### src/rtl/reg_mem.sv
// rtl/reg_mem.sv - flop-based register-file memory with shared address and registered read port
module reg_mem #(
  parameter int DATA_WIDTH = 8,
  parameter int ADDR_BITS  = 5
) (
  input  logic [ADDR_BITS-1:0]  addr,
  input  logic [DATA_WIDTH-1:0] data_in,
  input  logic                  wen,
  input  logic                  clk,
  output logic [DATA_WIDTH-1:0] data_out,
  input  logic                  rst_n
);

  localparam int DEPTH = 1 << ADDR_BITS;

  logic [DATA_WIDTH-1:0] mem [0:DEPTH-1];

  // Array and read register: async clear, then write-through on write or registered read otherwise.
  // An unknown wen fails the equality test and falls to the read branch, so it never writes.
  always_ff @(posedge clk or negedge rst_n) begin
    if (!rst_n) begin
      for (int i = 0; i < DEPTH; i++) begin
        mem[i] <= '0;
      end
      data_out <= '0;
    end else if (wen == 1'b1) begin
      mem[addr] <= data_in;
      data_out  <= data_in;
    end else begin
      data_out <= mem[addr];
    end
  end

endmodule

### config.mk
export PLATFORM = sky130hd
export DESIGN_NAME = reg_mem
export DESIGN_NICKNAME = d
export VERILOG_FILES = /design/src/rtl/reg_mem.sv
export SDC_FILE = /design/constraint.sdc
export NUM_CORES = 1
export LEC_CHECK = 0
export BUFFER_PORTS_ARGS = -buffer_cell sky130_fd_sc_hd__buf_2
export CORE_MARGIN = 5
export CORE_UTILIZATION = 43
export CTS_CLUSTER_SIZE = 14
export DETAILED_ROUTE_END_ITERATION = 7
export GPL_TIMING_DRIVEN = 0
export PLACE_DENSITY = 0.65
export SLEW_MARGIN = 20
export SYNTH_ARGS = -nofsm -noshare
export SYNTH_HDL_FRONTEND = slang
export SYNTH_SLANG_ARGS = --single-unit
### constraint.sdc
create_clock -name clk -period 4.4 [get_ports clk]
set_clock_uncertainty 0.05 [all_clocks]
set_input_delay 0.66 -clock clk [delete_from_list [all_inputs] [get_ports clk]]
set_output_delay 0.66 -clock clk [all_outputs]
set_load 0.05 [all_outputs]
==> out/metrics.csv, run 1 <==
metric;value;unit
pwr/cell area;475;nW/um2
CTS sink count;264;
storage element area;6610;um2
DR pass1 iterations;5;
GP Congestion;0.968;
ANT cells;0;
initial antenna violation count;0;
final wirelength;32700;um
drt wl/cell;26.3;um
Mean Syn Cell Area;15.4;um2
Final WS setup;1.77;ns
worst ir drop on vdd;0.285;mV
CORE AREA;27900;um2
final setup TNS;0;ns
synth unique cells;54;
worst hold-check path type;in2reg;
placed instance area;12800;um2
Max Buffers Root-to-Sink;3;
final instance area;13800;um2
Max Slew Vio Count;0;
vias in the first global route;7525;
Yosys reg bits;264;
Post-Syn Instances;792;
Port Buffer Count;18;
starting density of the core;43.7;%
CP Data Required Time;4.73;ns
Syn Nets;808;
critical path capture point type;flip-flop;
Post-synth EDFFs;0;
# resized after CTS;0;
Via density;5.89;
worst-margin pin slew;0.853;ns
Syn-to-layout area delta;12.9;%
multi-input logic area;5250;um2
Die Y;178;um
Pleak;6.04;nW
Fin Hold WS;0.409;ns
register area share after synthesis;54.2;%
worst relative slew slack;42.9;%
clk_lat worst skew;0.55;ns
Root Driver;clkbuf_16;
Num CTS Buffers;29;
GR Overflow Total;0;
Post-Syn Area;12200;um2
clk slew on worst S/H paths;0.06;ns
IO Pins;24;
Ys Warns;0;
Final Hold Viols;0;
Synth async-reset ratio;100;%
critical path fanouts, max;10;
H-tree Lvls;1;
Setup-failing EPs final;0;
Layout fillers;2398;
DRC;0;
Setup Crit Path Kind;in2reg;
critical path arrival;2.96;ns
status;finished, final reports clean;
first-pass GRT wire length;49600;um
All-Layer GR Usage;21.0;%
fin crit period;2.63;ns
die width;178;um
Rows;61;
startpoint types;primary input;
unrepaired setup endpoints after global routing;false;
DP Wirelength;22400;um
final net count;861;
post-route ant nets;0;
max-capacitance violation count;0;
max frequency;0.380;GHz
largest net degree at the start of global routing;99;
DP Worst Slack;1.28;ns
layout cells sized above 1;48.2;%
dominant synthesized flop cell;dfrtp_1;
final period utilization;59.8;%
via count;7322;
Initial DRC Count;699;
CTS tree;built;
die area;31800;um2
worst paths after layout:
check                                          start                    end  slack, ns  depth (start not counted)
worst max-delay path                         addr[1]  data_out[0]$_DFF_PN0_       1.77                          8
worst min-delay path                      data_in[5]    mem[45]$_DFFE_PN0P_       0.41                          2
worst max register to register   mem[64]$_DFFE_PN0P_  data_out[0]$_DFF_PN0_       2.17                          4
worst min register to register  mem[241]$_DFFE_PN0P_   mem[241]$_DFFE_PN0P_       0.44                          2
max in group asynchronous                      rst_n     mem[0]$_DFFE_PN0P_       2.60                          4
min in group asynchronous                      rst_n   mem[132]$_DFFE_PN0P_       0.57                          2
synthesized netlist by cell type (all sizes together), types with 2 or more instances:
cell / number / area share [%]
a2111oi: 2 / 0.20
a22o: 11 / 0.79
a22oi: 9 / 0.55
a2bb2oi: 4 / 0.29
a32oi: 2 / 0.14
a41oi: 2 / 0.14
and2: 2 / 0.10
and3b: 3 / 0.22
buf: 26 / 1.6
clkbuf: 28 / 0.86
dfrtp: 264 / 54
inv: 4 / 0.12
mux2: 249 / 23
mux2i: 29 / 2.4
mux4: 49 / 9.1
nand2: 20 / 0.74
nand2b: 3 / 0.15
nand3: 3 / 0.16
nand3b: 6 / 0.40
nand4: 2 / 0.15
nor2: 26 / 1.4
nor3: 2 / 0.22
nor3b: 4 / 0.37
nor4: 6 / 0.55
o21ai: 9 / 0.37
o221ai: 6 / 0.43
o22ai: 8 / 0.41
or3: 2 / 0.10
cells in the final DEF, fill, tap and decap left out, types with 9 or more instances in the layout:
| cell type | count |
|---|---|
| mux2i_1 | 29 |
| buf_4 | 12 |
| nand2_1 | 14 |
| buf_2 | 26 |
| mux4_2 | 47 |
| o21ai_0 | 9 |
| clkbuf_1 | 36 |
| mux2_2 | 244 |
| nor2_2 | 12 |
| a22oi_1 | 9 |
| a22o_1 | 11 |
| clkbuf_16 | 29 |
| dfrtp_1 | 264 |
cell type report:
type	instances	share of cell area (%)
Clock inverter	8	0.500
Inverter	5	0.136
Multi-Input combinational cell	469	38.2
Timing Repair Buffer	22	1.40
Tap cell	378	3.44
Sequential cell	264	48.0
Buffer	54	2.22
Clock buffer	43	6.10
metrics by stage:
step / util [%] / cells / power (W)
6_report: 49.4 / 1243 / 0.00653
5_1_grt: 49.4 / 1243 / 0.00679
4_1_cts: 49.4 / 1243 / 0.00657
3_5_place_dp: 46.1 / 1191 / 0.00423
3_3_place_gp: 45.7 / 1188 / 0.00418
2_1_floorplan: - / 792 / 0.00386
what timing repair did:
action / in CTS / in global routing
hold buffers: 1 / 0
hold endpoints to repair: 38 / 0
buffers inserted: 0 / 0
routing by layer:
metal / track usage (%) / vias up / wire, um
li1: - / 3087 / -
met1: 30.6 / 3945 / 14600
met2: 32.1 / 229 / 15000
met3: 4.11 / 61 / 2010
met4: 6.17 / 0 / 1090
met5: 0 / - / 0
cells by family (layout without fill, tap and decap cells):
logic type      count (synthesis)  count (layout)  share of synthesized area (%)
mux                           327             327                           34.5
flops                         264             264                           54.2
simple gates                   85              85                           4.99
buf+inv                        59             132                           2.66
compound gates                 57              57                           3.57
power breakdown:
group | leakage [nW] | switching (W) | internal [W]
combinational | 2.22 | 0.000491 | 0.000584
clock | 0.452 | 0.000965 | 0.00136
sequential | 3.37 | 0.000225 | 0.00290
registers in the layout (all words and copies together), names as in the netlist:
register  cells
mem         256
data_out      8
critical path: stages:
cell and delay, ns:
buf_4 0.17, buf_4 0.25, buf_4 0.30, buf_4 0.32
mux2i_1 0.24, o22ai_1 0.16, nor4_1 0.66, a2bb2oi_1 0.17
Note: power is estimated with default switching activity, not from simulation.
==> run 2, diff against run 1 <==
--- a/config.mk
+++ b/config.mk
@@ -11,7 +11,7 @@
 export CTS_CLUSTER_SIZE = 14
 export DETAILED_ROUTE_END_ITERATION = 7
 export GPL_TIMING_DRIVEN = 0
-export PLACE_DENSITY = 0.65
+export PLACE_DENSITY = 0.67
 export SLEW_MARGIN = 20
 export SYNTH_ARGS = -nofsm -noshare
 export SYNTH_HDL_FRONTEND = slang
==> constraint.sdc (replaced) <==
create_clock -name clk -period 2.3 [get_ports clk]
set_clock_uncertainty 0.05 [all_clocks]
set_input_delay 0.345 -clock clk [delete_from_list [all_inputs] [get_ports clk]]
set_output_delay 0.345 -clock clk [all_outputs]
set_load 0.05 [all_outputs]
==> run 2 against run 1 <==
  * Cell count rose by 0.24%
  * Sequential share of layout area shrank 0.39 points
  * Die area did not move
  * Non-clock buffer count unchanged
  * Register-to-register slack lost 2.1 ns
==> out/metrics.csv, run 2 (synthesis gave the netlist of run 1 again) <==
metric;value;unit;change
die width;178;um;unchanged
Pleak;6.10;nW;+1.0%
vias in the first global route;7651;;+1.7%
final net count;861;;unchanged
critical path fanouts, max;10;;unchanged
Die Y;178;um;unchanged
Post CTS Setup Buffer Count;0;;unchanged
post-route ant nets;0;;unchanged
fin crit period;2.28;ns;
max frequency;0.440;GHz;
CP Launch Point;addr[1];;
commonest non-fill, non-tap cells in the layout;dfrtp_1 (264), mux2_2 (244), mux4_2 (47);;
CTS tree;built;;
Via density;5.87;;-0.42%
Num CTS Buffers;29;;unchanged
Final Hold Viols;0;;unchanged
worst-margin pin slew;0.879;ns;+0.0260 ns
CP endpoint;data_out[2]$_DFF_PN0_;;
Initial DRC Count;694;;-0.72%
FF-to-FF Start;mem[90]$_DFFE_PN0P_;;
DR pass1 iterations;5;;unchanged
Max Buffers Root-to-Sink;3;;unchanged
final wirelength;32100;um;-2.0%
status;finished, final reports clean;;
GP Congestion;0.936;;-3.4%
H-tree Lvls;1;;unchanged
unrepaired setup endpoints after global routing;false;;
reg-to-reg slack, setup;0.10;ns;-2.07 ns
layout cells sized above 1;49.2;%;+0.99 points
Syn-to-layout area delta;13.8;%;
biggest regs;mem: 256 flops, data_out: 8 flops;;
pwr/cell area;932;nW/um2;+96%
Fin Hold WS;0.0977;ns;-0.311 ns
GR Overflow Total;0;;unchanged
Rows;61;;unchanged
All-Layer GR Usage;21.0;%;+0.066 points
Worst R2R Path Depth;4;;unchanged
worst hold-check path type;in2reg;;
Setup Crit Path Kind;in2reg;;
first-pass GRT wire length;49600;um;unchanged
largest net degree at the start of global routing;82;;-17%
max-capacitance violation count;0;;unchanged
Setup-failing EPs final;0;;unchanged
worst ir drop on vdd;0.687;mV;+140%
R2R Path End;data_out[2]$_DFF_PN0_;;
critical path arrival;2.61;ns;-0.35 ns
critical path capture point type;flip-flop;;
via count;7309;;-0.18%
commonest non-fill, non-tap cell in the layout;dfrtp_1;;
CORE AREA;27900;um2;unchanged
Largest register FFs;256;;unchanged
Root Driver;clkbuf_16;;
IO Pins;24;;unchanged
clk_lat worst skew;0.55;ns;about the same
CTS sink count;264;;unchanged
final period utilization;98.9;%;
DRC;0;;unchanged
total power;0.0129;W;+98%
drt wl/cell;25.7;um;-2.3%
DP Wirelength;22100;um;-1.5%
startpoint types;primary input;;
clk slew on worst S/H paths;0.06;ns;about the same
CP Data Required Time;2.63;ns;-2.10 ns
initial antenna violation count;0;;unchanged
ANT cells;0;;unchanged
die area;31800;um2;unchanged
Biggest register;mem;;
Max Slew Vio Count;0;;unchanged
starting density of the core;43.7;%;unchanged
worst relative slew slack;41.4;%;-1.5 points
Port Buffer Count;18;;unchanged
[run 2: cell count changes in the layout (fill, tap and decap cells not counted), sizes merged]
cell / previous run / this run
inv: 4 / 6
bufinv: 1 / 4
clkbuf: 71 / 65
clkinv: 8 / 11
clkinvlp: 0 / 1
[run 2: final cells by class]
class	count	area, um2
inverter	5	18.8
clock buffer	37	826
fill	2394	14000
buffer	54	305
timing repair buffer	22	193
sequential	264	6610
tap	378	473
clock inverter	17	195
multi-input combinational	469	5250
[run 2: routing by layer]
metal  GRT usage [%]  share of wire, %  up-vias
met3            4.60               7.1       73
met2            31.8                45      284
met1            29.9                43     3861
met4            8.28               4.6        0
li1                -                 -     3091
met5               0                 0        -
[run 2: how the worst min path moves through the flow]
| stage | from | cells past startpoint | to |
|---|---|---|---|
| after floorplan | rst_n | 0 | data_out[0]$_DFF_PN0_ |
| after global placement | mem[167]$_DFFE_PN0P_ | 2 | mem[167]$_DFFE_PN0P_ |
| after detailed placement | rst_n | 1 | mem[80]$_DFFE_PN0P_ |
| after CTS | data_in[5] | 2 | mem[37]$_DFFE_PN0P_ |
| after global routing | data_in[5] | 2 | mem[45]$_DFFE_PN0P_ |
| final | data_in[4] | 2 | mem[28]$_DFFE_PN0P_ |
[run 2: power by group]
group,total (W),internal [W],switching (W)
sequential,0.00597,0.00554,0.000428
clock,0.00490,0.00298,0.00192
combinational,0.00205,0.00112,0.000934
total,0.0129,0.00963,0.00328
[run 2: worst max-delay path, stage by stage]
cell and delay (ns):
buf_4 0.16, buf_4 0.26, buf_4 0.29, buf_4 0.32
mux2i_1 0.25, o22ai_1 0.16, nor4_1 0.61, a2bb2oi_1 0.20
[run 2: through the flow]
| step | TNS, ns | area, um2 | worst slack [ns] | cells | util (%) |
|---|---|---|---|---|---|
| after floorplan | 0 | 12200 | 0.433 | 792 | - |
| after global placement | -1070.05 | 12700 | -4.07 | 1188 | 45.7 |
| after detailed placement | -2.35 | 12800 | -0.523 | 1191 | 46.1 |
| after CTS | 0 | 13900 | 0.0678 | 1246 | 49.8 |
| after global routing | 0 | 13900 | 0.000497 | 1246 | 49.8 |
| final | 0 | 13900 | 0.0249 | 1246 | 49.8 |
[run 2: timing repair]
action	4_1_cts	5_1_grt
gates resized for setup	0	0
hold buffers	1	0
hold endpoints to repair	43	0
